File: config.mk
export PLATFORM = sky130hd
export DESIGN_NAME = program_loader_ctrl
export DESIGN_NICKNAME = d
export VERILOG_FILES = /design/src/rtl/program_loader_pkg.sv /design/src/rtl/program_loader_ctrl_word_serializer.sv /design/src/rtl/program_loader_ctrl.sv
export SDC_FILE = /design/constraint.sdc
export NUM_CORES = 1
export LEC_CHECK = 0
export BUFFER_PORTS_ARGS = -buffer_cell sky130_fd_sc_hd__buf_2
export CAP_MARGIN = 20
export CORE_UTILIZATION = 30
export DETAILED_ROUTE_END_ITERATION = 8
export PLACE_DENSITY_LB_ADDON = 0.2
export SYNTH_ARGS = -nofsm -noshare
export SYNTH_HDL_FRONTEND = slang
export SYNTH_SLANG_ARGS = --single-unit
File: constraint.sdc
create_clock -name clock -period 2.5 [get_ports clock]
set_clock_uncertainty 0.2 [all_clocks]
set_input_delay 0.5 -clock clock [delete_from_list [all_inputs] [get_ports clock]]
set_output_delay 0.5 -clock clock [all_outputs]
set_load 0.1 [all_outputs]
File: src/rtl/program_loader_pkg.sv
// rtl/program_loader_pkg.sv - shared types and constants for the program loader controller
//
// Purpose: FSM state encoding, byte-lane index type and default exit code
// used by program_loader_ctrl and its word_serializer.
package program_loader_pkg;

    typedef enum logic [2:0] {
        IDLE    = 3'd0,
        LOAD    = 3'd1,
        EMIT    = 3'd2,
        RELEASE = 3'd3,
        RUN     = 3'd4,
        DONE    = 3'd5
    } state_t;

    // riscv-tests exit syscall number placed in a7
    localparam int unsigned EXIT_CODE_DEFAULT = 93;

    // Selects one of the four bytes of a 32-bit program word
    typedef logic [1:0] lane_t;

endpackage

File: src/rtl/program_loader_ctrl_word_serializer.sv
// rtl/program_loader_ctrl_word_serializer.sv - splits a program word into four little-endian byte beats
//
// Purpose: holds one program word and, one beat per step_i, presents its
// bytes lowest lane first together with a byte address that wraps modulo
// MEM_DEPTH. A wrap sets a sticky overflow flag.
// Ports:
//   clock, reset     system clock, synchronous active-high reset
//   clear_i          new session: address and overflow back to zero
//   load_i, data_i   capture a word, restart at lane 0
//   step_i           advance one byte beat (lane and address)
//   byte_o           byte of the current lane
//   addr_o           byte address of the current beat
//   lane_last_o      current lane is the final byte of the word
//   overflow_o       sticky: address wrapped past MEM_DEPTH-1
module word_serializer
    import program_loader_pkg::*;
#(
    parameter int unsigned WIDTH     = 32,
    parameter int unsigned MEM_DEPTH = 16384
) (
    input  logic             clock,
    input  logic             reset,
    input  logic             clear_i,
    input  logic             load_i,
    input  logic [WIDTH-1:0] data_i,
    input  logic             step_i,
    output logic [7:0]       byte_o,
    output logic [WIDTH-1:0] addr_o,
    output logic             lane_last_o,
    output logic             overflow_o
);

    localparam logic [WIDTH-1:0] LAST_ADDR = WIDTH'(MEM_DEPTH - 1);

    logic [WIDTH-1:0] word_q;
    lane_t            lane_q;
    logic [WIDTH-1:0] addr_q;
    logic             overflow_q;

    always_ff @(posedge clock) begin
        if (reset) begin
            word_q     <= '0;
            lane_q     <= '0;
            addr_q     <= '0;
            overflow_q <= 1'b0;
        end else begin
            if (clear_i) begin
                addr_q     <= '0;
                overflow_q <= 1'b0;
                lane_q     <= '0;
            end
            if (load_i) begin
                word_q <= data_i;
                lane_q <= '0;
            end
            if (step_i) begin
                lane_q <= lane_t'(lane_q + 2'd1);
                if (addr_q == LAST_ADDR) begin
                    addr_q     <= '0;
                    overflow_q <= 1'b1;
                end else begin
                    addr_q <= addr_q + WIDTH'(1);
                end
            end
        end
    end

    assign byte_o      = word_q[{lane_q, 3'b000} +: 8];
    assign addr_o      = addr_q;
    assign lane_last_o = (lane_q == 2'd3);
    assign overflow_o  = overflow_q;

endmodule

File: src/rtl/program_loader_ctrl.sv
// rtl/program_loader_ctrl.sv - load, release and monitor sequencer for the RV32 core
//
// Purpose: streams a program image into the core through its byte load port
// while holding the core in reset, then runs it and watches gp/a7/a0 for the
// riscv-tests exit convention, reporting pass, fail or timeout.
// Ports:
//   clock, reset                 system clock, synchronous active-high reset
//   start                        begin a session (honoured in IDLE/DONE only)
//   in_valid/in_ready/in_data/in_last  program word stream
//   proc_reset                   core reset, low only while running
//   memEn/memData/memAddr        core byte load port
//   gp, a7, a0                   core registers watched during RUN
//   busy, done, pass, timeout    session status
//   overflow                     sticky load-address wrap
//   fail_test                    gp>>1 on a failing exit
//   run_cycles                   cycles counted in RUN
module program_loader_ctrl
    import program_loader_pkg::*;
#(
    parameter int unsigned WIDTH        = 32,
    parameter int unsigned MEM_DEPTH    = 16384,
    parameter int unsigned RESET_CYCLES = 2,
    parameter int unsigned MAX_CYCLES   = 100000,
    parameter int unsigned EXIT_CODE    = EXIT_CODE_DEFAULT
) (
    input  logic             clock,
    input  logic             reset,
    input  logic             start,
    input  logic             in_valid,
    output logic             in_ready,
    input  logic [WIDTH-1:0] in_data,
    input  logic             in_last,
    output logic             proc_reset,
    output logic             memEn,
    output logic [WIDTH-1:0] memData,
    output logic [WIDTH-1:0] memAddr,
    input  logic [WIDTH-1:0] gp,
    input  logic [WIDTH-1:0] a7,
    input  logic [WIDTH-1:0] a0,
    output logic             busy,
    output logic             done,
    output logic             pass,
    output logic             timeout,
    output logic             overflow,
    output logic [WIDTH-1:0] fail_test,
    output logic [WIDTH-1:0] run_cycles
);

    localparam logic [WIDTH-1:0] EXIT_W   = WIDTH'(EXIT_CODE);
    localparam logic [WIDTH-1:0] MAX_LAST = WIDTH'(MAX_CYCLES - 1);
    localparam logic [15:0]      RST_LAST = 16'(RESET_CYCLES - 1);

    state_t           state_q, state_d;
    logic             last_q;
    logic [15:0]      rst_cnt_q;
    logic [WIDTH-1:0] run_cycles_q;
    logic             pass_q;
    logic             timeout_q;
    logic [WIDTH-1:0] fail_test_q;

    logic             start_sess;
    logic             accept;
    logic             exit_hit;
    logic             limit_hit;
    logic [7:0]       ser_byte;
    logic [WIDTH-1:0] ser_addr;
    logic             ser_lane_last;
    logic             ser_overflow;

    assign start_sess = start && ((state_q == IDLE) || (state_q == DONE));
    assign accept     = in_valid && (state_q == LOAD);
    assign exit_hit   = (a7 == EXIT_W);
    assign limit_hit  = (run_cycles_q == MAX_LAST);

    word_serializer #(
        .WIDTH     (WIDTH),
        .MEM_DEPTH (MEM_DEPTH)
    ) u_serializer (
        .clock       (clock),
        .reset       (reset),
        .clear_i     (start_sess),
        .load_i      (accept),
        .data_i      (in_data),
        .step_i      (state_q == EMIT),
        .byte_o      (ser_byte),
        .addr_o      (ser_addr),
        .lane_last_o (ser_lane_last),
        .overflow_o  (ser_overflow)
    );

    always_comb begin
        state_d = state_q;
        case (state_q)
            IDLE:    if (start_sess) state_d = LOAD;
            LOAD:    if (accept) state_d = EMIT;
            EMIT:    if (ser_lane_last) state_d = last_q ? RELEASE : LOAD;
            RELEASE: if (rst_cnt_q == RST_LAST) state_d = RUN;
            RUN:     if (exit_hit || limit_hit) state_d = DONE;
            DONE:    if (start_sess) state_d = LOAD;
            default: state_d = IDLE;
        endcase
    end

    always_ff @(posedge clock) begin
        if (reset) begin
            state_q      <= IDLE;
            last_q       <= 1'b0;
            rst_cnt_q    <= '0;
            run_cycles_q <= '0;
            pass_q       <= 1'b0;
            timeout_q    <= 1'b0;
            fail_test_q  <= '0;
        end else begin
            state_q <= state_d;
            if (accept) begin
                last_q <= in_last;
            end
            rst_cnt_q <= (state_q == RELEASE) ? rst_cnt_q + 16'd1 : 16'd0;
            if (start_sess) begin
                run_cycles_q <= '0;
                pass_q       <= 1'b0;
                timeout_q    <= 1'b0;
                fail_test_q  <= '0;
            end else if (state_q == RUN) begin
                // Exit is checked first so it wins over a coincident timeout;
                // the counter stops on the cycle that leaves RUN.
                if (exit_hit) begin
                    pass_q      <= (a0 == '0);
                    fail_test_q <= (a0 == '0) ? '0 : (gp >> 1);
                end else if (limit_hit) begin
                    timeout_q <= 1'b1;
                end else begin
                    run_cycles_q <= run_cycles_q + WIDTH'(1);
                end
            end
        end
    end

    assign in_ready   = (state_q == LOAD);
    assign memEn      = (state_q == EMIT);
    assign memData    = memEn ? {{(WIDTH-8){1'b0}}, ser_byte} : '0;
    assign memAddr    = ser_addr;
    assign proc_reset = (state_q != RUN);
    assign busy       = (state_q == LOAD) || (state_q == EMIT) ||
                        (state_q == RELEASE) || (state_q == RUN);
    assign done       = (state_q == DONE);
    assign pass       = pass_q;
    assign timeout    = timeout_q;
    assign overflow   = ser_overflow;
    assign fail_test  = fail_test_q;
    assign run_cycles = run_cycles_q;

endmodule

==> results of run 1 <==
-- final cells by class --
type	instances	share of cell area, %
inverters	14	0.520
clock inverters	13	1.34
well taps	324	4.01
multi-input cells	646	40.3
clock buffers	19	4.48
flip-flops and latches	152	31.0
repair buffers	294	18.3
-- state kept, by name, summed over array words and instances, names as in the netlist, 2 cells and up --
name	cells
u_serializer.lane_q	2
state_q	3
fail_test	31
u_serializer.word_q	32
run_cycles	32
rst_cnt_q	16
u_serializer.addr_o	32
-- cell families (layout without fill, tap and decap cells) --
logic type               count (synthesis)  in the layout
AND/OR/NAND/NOR                        398            398
multiplexers                            18             18
buffers and inverters                   89            340
adder cells (fa/ha/maj)                  5              5
AO/OA/AOI/OAI                          163            163
XOR/XNOR                                37             37
other                                    1             25
flip-flops                             152            152
-- worst min-delay path: cells and delay by family --
| family | cells | cell delay, ns |
|---|---|---|
| buffers and inverters | 1 | 0.09 |
| AO/OA/AOI/OAI | 1 | 0.05 |
| AND/OR/NAND/NOR | 1 | 0.04 |
-- report_power, final --
part	leakage [nW]	internal (mW)	switching, mW
Sequential	1.26	2.51	0.0645
Combinational	2.54	0.627	1.20
Clock	0.285	1.46	1.14
-- placed cells by master (no fill, tap or decap), drive strengths merged, types with 2 or more instances in the layout --
cell type,count
a2111oi,4
a21o,3
a21oi,69
a22oi,32
a31o,4
a31oi,12
a41o,3
and2,8
and3,23
and4,12
buf,294
clkbuf,19
clkinv,3
clkinvlp,2
conb,25
dfxtp,152
ha,5
inv,21
mux2i,10
mux4,8
nand2,108
nand2b,7
nand3,34
nand4,20
nor2,109
nor2b,3
nor3,27
nor3b,3
nor4,28
nor4b,2
o2111ai,2
o211ai,2
o21a,3
o21ai,21
o22ai,3
or3,7
or4,3
xnor2,27
xor2,10
-- stage by stage --
stage	power, mW	TNS, ns
2_1_floorplan	3.88	-0.0582
3_3_place_gp	4.42	-5.49
3_5_place_dp	4.43	-6.03
4_1_cts	7.09	-0.0457
5_1_grt	7.32	-0.209
6_report	7.00	0
-- repair_timing --
| item | in CTS | in global routing |
|---|---|---|
| endpoints found under the setup margin | 9 | 20 |
| buffers inserted | 1 | 1 |
| gates resized for setup | 14 | 5 |
| pin swaps | 0 | 1 |
| cloned | 1 | 0 |
| endpoints found under the hold margin | 0 | 0 |
-- worst min path at each step --
stage | slack [ns] | depth (start not counted) | to
after floorplan | 0.23 | 1 | rst_cnt_q[0]
after global placement | 0.23 | 1 | u_serializer.addr_o[7]
after detailed placement | 0.23 | 1 | u_serializer.addr_o[7]
after CTS | 0.09 | 3 | u_serializer.word_q[21]
after global routing | 0.1 | 3 | u_serializer.word_q[24]
final | 0.11 | 3 | u_serializer.word_q[21]
-- metal layers --
layer  GRT usage, %  routed length, um  part of all wire [%]  up-vias
li1               -                  -                     -     3565
met1           23.8              10600                    49     3249
met2           27.1               9980                    46      178
met3           2.50                794                   3.7       15
met4           4.68                213                  0.99        0
met5              0                  0                     0        -
==> results.toml, run 1 <==
[status]
status = "finished clean"

[synth]
synth_top_cell_by_area = "dfxtp_1"
synth-simple-area-share_pct = 27.2
synth_top_family_by_area = "simple AND/OR/NAND/NOR gates"
async_flop_share_pct = 0
synth_flop_cell = "dfxtp_1"
synth.mux.area_fraction_pct = 3.78
ys_seq_area_share_pct = 41.0
synth-edff-count = 0
yosys.area_share.xor_xnor_pct = 4.37
yosysMostFrequentCell = "dfxtp_1"
ys_types = 61
synthCells = 863
synthAdderAreaFrac_pct = 0.843
netlist.area_leader.share_pct = 41.0
synth_common_cells = "152 x dfxtp_1, 108 x nand2_1, 105 x nor2_1, 65 x a21oi_1, 34 x nand3_1"
post_synth_main_area_contributors = "dfxtp_1 41%, nand2_1 5.5%, nor2_1 5.3%, a22oi_2 4.9%, a21oi_1 4.4%"
yosys_warnings = 0
netlist_area_um2 = 7420
syn_area_per_cell_um2 = 8.60
synth-seq-cells = 152
synth_compound_area_share_pct = 15.8

[global_routing]
grt_first_pass_wirelength_um = 35100
grt_antenna_before_repair = 0
grt_max_degree = 42
grt.total_usage_pct = 17.0
grt_pass1_vias = 6688
grt-ovfl-total = 0

[critical_path]
crit_cells = 4
crit_slowest_cell = "mux4_2"
critical-path-top-delay-family = "multiplexers"
crit_fanout = 5
timing.rr.end = "u_serializer.addr_o[25]"
crit_path_end_kind = "output port"
required_ns = 1.80
regToRegStartpoint = "u_serializer.addr_o[0]"
crit_end = "memData[7]"
startpoint_type = "flip-flop"
arrival_ns = 1.78
crit_start = "u_serializer.lane_q[0]"
slowest_delay_ns = 0.49
r2r_cells = 8
timing.critical_path.buf_inv = 2
crit_type = "flip-flop to output port"
worstPathCellList = "buf_6, mux4_2, and3_4, buf_12"
reg2reg_slack_ns = 0.17

[drt]
drc = 0
ant_nets = 0
via_count = 7007
routedWlPerCell_um = 14.8
drt_wl_total_um = 21600
drt_iter0_drc = 412
dr.pass1.iters = 5
vias_per_cell = 4.79

[pwr]
powerDensity_nw_per_um2 = 693
ir_worst_vdd_v = 0.000490
p_leak_nw = 4.08

[place]
detailedPlace.worstSlack_ns = -0.158
port_buffers = 242
globalplace.congestion = 0.805
hpwl_um = 15800
dp_cells = 1427
placedInstanceArea_um2 = 9430

[timing]
fin_hold_ws_ns = 0.106
setup_viol = 0
fmax_mhz = 403
slew_violations = 0
period_share_pct = 99.3
rsz0062_at_grt = "true"
period_minus_slack_ns = 2.48
tightest_slew_ns = 0.703
worst_slack_ns = 0.0183
maxSlewHeadroom_pct = 53.0
hold_violations = 0

[finish]
regArea_um2 = 3130
stdcell_count = 1462
diodes = 0
drive_above_1_share_pct = 39.9
fin_area_um2 = 10100
multiInputGateArea_um2 = 4070
area_delta_synth_final_pct = 36.2
n_fill_cell = 2522
fin_nets = 1263
fin_util_pct = 41.5

[clocking]
path_clk_slew_ns = 0.07
cts_buffers = 17
clockBufferDepth = 2
cts.sinks = 152
clock_latency_ns = 0.43
cts_tree = "built"
htree_levels = 4
root_buffer = "clkbuf_16"
ctsHoldBuffers = 0

[die]
fp-row-count = 57
die_area_um2 = 25400
die_w_um = 159
ioPinCount = 269
start_util_pct = 30.5
coreArea_um2 = 24300
die_h_um = 159

[hold_path]
hp-class = "input port to flip-flop"
worstHoldStart = "in_data[21]"

[job]
cap_violations = 0
Note: power is estimated with default switching activity, not from simulation.
==> run 2, diff against run 1 <==
REMOVE_ABC_BUFFERS = 1   (was default)
==> results.toml, run 2 (synthesized netlist as in run 1, its figures left out) <==
[timing]
fin_hold_ws_ns = 0.107
fmax_mhz = 403
setup_tns_ns = 0
rsz0062_at_grt = "true"
hold_violations = 0
period_minus_slack_ns = 2.48
period_share_pct = 99.3
tightest_slew_ns = 0.595
slew_violations = 0
maxSlewHeadroom_pct = 60.4
setup_viol = 0

[finish]
fin_nets = 1274
final_common_cell = "buf_2"
drive_above_1_share_pct = 35.3
stdcell_count = 1473
diodes = 0
area_delta_synth_final_pct = 35.8
final_cell_mix = "229 x buf_2, 149 x dfxtp_1, 108 x nand2_1, 104 x nor2_1, 65 x a21oi_1"
n_fill_cell = 2452
fin_area_um2 = 10100

[critical_path]
timing.rr.end = "run_cycles[10]"
crit_type = "flip-flop to output port"
arrival_ns = 1.78
crit_path_end_kind = "output port"
regToRegStartpoint = "state_q[0]"
crit_fanout = 8
startpoint_type = "flip-flop"
required_ns = 1.80
r2r_cells = 7
reg2reg_slack_ns = 0.20

[global_routing]
grt.total_usage_pct = 17.6
grt-ovfl-total = 0
grt_first_pass_wirelength_um = 35900
grt_pass1_vias = 6820
grt_antenna_before_repair = 0
grt_max_degree = 44

[place]
dp_cells = 1440
placedInstanceArea_um2 = 9410
hpwl_um = 16100
port_buffers = 242
globalplace.congestion = 0.804

[pwr]
p_leak_nw = 4.11
powerDensity_nw_per_um2 = 693
p_total_mw = 6.99
ir_worst_vdd_v = 0.000386

[clocking]
cts_tree = "built"
path_clk_slew_ns = 0.07
htree_levels = 4
root_buffer = "clkbuf_16"
cts_buffers = 17
cts.sinks = 152
clock_latency_ns = 0.43
clockBufferDepth = 2
ctsHoldBuffers = 0

[die]
die_h_um = 159
die_w_um = 159
die_area_um2 = 25400
start_util_pct = 30.5
fp-row-count = 57
coreArea_um2 = 24300
ioPinCount = 269

[drt]
vias_per_cell = 4.82
drc = 0
dr.pass1.iters = 6
routedWlPerCell_um = 14.9
drt_wl_total_um = 22000
ant_nets = 0
via_count = 7094
drt_iter0_drc = 429

[job]
cap_violations = 0

[hold_path]
hp-class = "input port to flip-flop"
whs_path_depth = 3
hold_path_end = "u_serializer.word_q[16]"
worstHoldStart = "in_data[16]"

[status]
status = "finished clean"
==> run 2: critical path, stage by stage, from the launching register on <==
cell	delay, ns
dfxtp_4	0.36
buf_12	0.14
mux4_2	0.50
and3_4	0.21
buf_12	0.16
==> run 2: area by class of cell <==
cell class                 count  area, um2  area share (%)
sequential                   152       3050            30.3
clock buffer                  17        425            4.22
timing repair buffer         305       1960            19.4
tap                          324        405            4.02
inverter                      14       52.6           0.521
clock inverter                15        171            1.70
multi-input combinational    646       4020            39.8
==> run 2: repair_timing <==
action | in CTS | in global routing
gates resized for setup | 13 | 3
endpoints found under the hold margin | 0 | 0
setup endpoints to repair | 9 | 13
buffers inserted | 1 | 0
==> run 2: worst max-delay path by stage <==
| stage | from | endpoint | slack (ns) |
|---|---|---|---|
| final | u_serializer.lane_q[0] | memData[4] | 0.02 |
| after global routing | u_serializer.lane_q[0] | memData[7] | -0.05 |
| after CTS | u_serializer.lane_q[0] | memData[7] | -0.002 |
| after detailed placement | a7[9] | state_q[0] | -0.18 |
| after global placement | a7[9] | run_cycles[22] | -0.18 |
| after floorplan | state_q[0] | u_serializer.lane_q[1] | -2.37 |
==> run 2: per-stage QoR <==
| stage | utilization (%) | setup slack, ns |
|---|---|---|
| finish | 41.4 | 0.0163 |
| global route | 41.4 | -0.0525 |
| CTS | 41.4 | -0.00225 |
| detailed placement | 38.7 | -0.182 |
| global placement | 38.7 | -0.176 |
| floorplan | - | -2.37 |
==> run 2: per-layer routing <==
| metal | part of all wire (%) | GRT usage (%) | wire [um] | vias to the layer above |
|---|---|---|---|---|
| met1 | 44 | 21.6 | 9640 | 3270 |
| met3 | 5.8 | 4.09 | 1270 | 17 |
| met4 | 1.5 | 5.59 | 335 | 0 |
| met2 | 49 | 30.3 | 10700 | 223 |
| li1 | - | - | - | 3584 |
| met5 | 0 | 0 | 0 | - |
==> run 2: where the power goes <==
part	total (mW)	switching [mW]	internal [mW]	leakage (nW)
clock network	2.64	1.20	1.43	0.292
registers	2.59	0.0736	2.52	1.23
logic	1.75	1.17	0.589	2.59
total	6.99	2.44	4.54	4.11
==> run 3, diff against run 2 <==
CORE_MARGIN = 3   (was default)
GPL_TIMING_DRIVEN = 0   (was default)
==> results.toml, run 3 (synthesized netlist as in run 1, its figures left out) <==
[status]
status = "complete, but fails checks"
violations = "negative setup slack"

[critical_path]
crit_end = "memData[5]"
required_ns = 1.80
crit_type = "flip-flop to output port"
r2r_cells = 9
reg2reg_slack_ns = 0.14
timing.rr.end = "u_serializer.addr_o[6]"
timing.critical_path.buf_inv = 2
arrival_ns = 1.83
crit_cells = 4
startpoint_type = "flip-flop"
crit_slowest_cell = "mux4_2"
crit_fanout = 5
worstPathCellList = "buf_4, mux4_2, and3_1, buf_6"
crit_start = "u_serializer.lane_q[0]"
regToRegStartpoint = "u_serializer.addr_o[24]"
crit_path_end_kind = "output port"
critical-path-top-delay-family = "multiplexers"
slowest_delay_ns = 0.50

[clocking]
cts.sinks = 152
cts_buffers = 17
root_buffer = "clkbuf_16"
cts_tree = "built"
htree_levels = 4
clockBufferDepth = 2
path_clk_slew_ns = 0.07
clock_latency_ns = 0.42
ctsHoldBuffers = 0

[place]
port_buffers = 242
dp_cells = 1377
placedInstanceArea_um2 = 8750
globalplace.congestion = 0.768
detailedPlace.worstSlack_ns = -1.42
hpwl_um = 15200

[timing]
period_share_pct = 101
worst_slack_ns = -0.0259
rsz0062_at_grt = "true"
period_minus_slack_ns = 2.53
slew_violations = 0
hold_violations = 0
tightest_slew_ns = 0.813
setup_tns_ns = -0.0404
setup_viol = 2
fmax_mhz = 396
fin_hold_ws_ns = 0.107
maxSlewHeadroom_pct = 45.8

[global_routing]
grt_pass1_vias = 6697
grt_first_pass_wirelength_um = 35000
grt_max_degree = 65
grt_antenna_before_repair = 0
grt.total_usage_pct = 16.3
grt-ovfl-total = 0

[drt]
dr.pass1.iters = 6
via_count = 7058
routedWlPerCell_um = 15.6
ant_nets = 0
drt_iter0_drc = 378
drc = 0
drt_wl_total_um = 22300
vias_per_cell = 4.93

[die]
die_w_um = 163
coreArea_um2 = 23900
ioPinCount = 269
die_h_um = 163
die_area_um2 = 26700
start_util_pct = 31.0
fp-row-count = 56

[job]
cap_violations = 0

[finish]
fin_area_um2 = 9960
drive_above_1_share_pct = 34.7
final_cell_mix = "229 x buf_2, 144 x dfxtp_1, 107 x nand2_1, 102 x nor2_1, 64 x a21oi_1"
final_common_cell = "buf_2"
area_delta_synth_final_pct = 34.3
fin_nets = 1238
n_fill_cell = 2425
diodes = 0
stdcell_count = 1432
fin_util_pct = 41.7

[pwr]
p_total_mw = 7.12
powerDensity_nw_per_um2 = 715
ir_worst_vdd_v = 0.000396
p_leak_nw = 3.98

[hold_path]
hp-class = "input port to flip-flop"
run 3: layout make-up:
class,instances,area [um2],share of cell area (%)
inverter,14,52.6,0.528
timing repair buffer,266,1660,16.7
tap,319,399,4.01
clock buffer,17,425,4.27
sequential,152,3060,30.7
clock inverter,15,208,2.09
multi-input combinational,649,4150,41.7
run 3: timing repair:
item | 4_1_cts | 5_1_grt
gates cloned | 3 | 0
gates resized for setup | 51 | 28
setup buffers | 15 | 3
pin swaps | 6 | 8
endpoints found under the setup margin | 147 | 80
run 3: worst min-delay path by stage:
stage	start	end	slack, ns	cells past startpoint
2_1_floorplan	last_q	last_q	0.23	2
3_3_place_gp	u_serializer.word_q[21]	u_serializer.word_q[21]	0.24	2
3_5_place_dp	u_serializer.word_q[21]	u_serializer.word_q[21]	0.25	2
4_1_cts	in_data[24]	u_serializer.word_q[24]	0.09	3
5_1_grt	in_data[16]	u_serializer.word_q[16]	0.09	3
6_report	in_data[1]	u_serializer.word_q[1]	0.11	3
run 3: worst min-delay path, stage by stage:
cell and delay (ns):
buf_2 0.09, nand2_1 0.04, a21oi_1 0.05
run 3: metal layers:
layer	share of wire (%)	vias to the layer above	wire length, um	GRT usage [%]
met5	0	-	0	0
met2	47	233	10500	27.2
met3	7.6	19	1690	4.13
li1	-	3522	-	-
met4	1.1	0	255	4.81
met1	44	3284	9810	20.8
run 3: power breakdown:
part	total (mW)	switching, mW	leakage [nW]	internal [mW]
Sequential	2.65	0.120	1.23	2.53
Combinational	1.69	1.14	2.44	0.549
Clock	2.79	1.17	0.304	1.62
Total	7.12	2.42	3.98	4.69
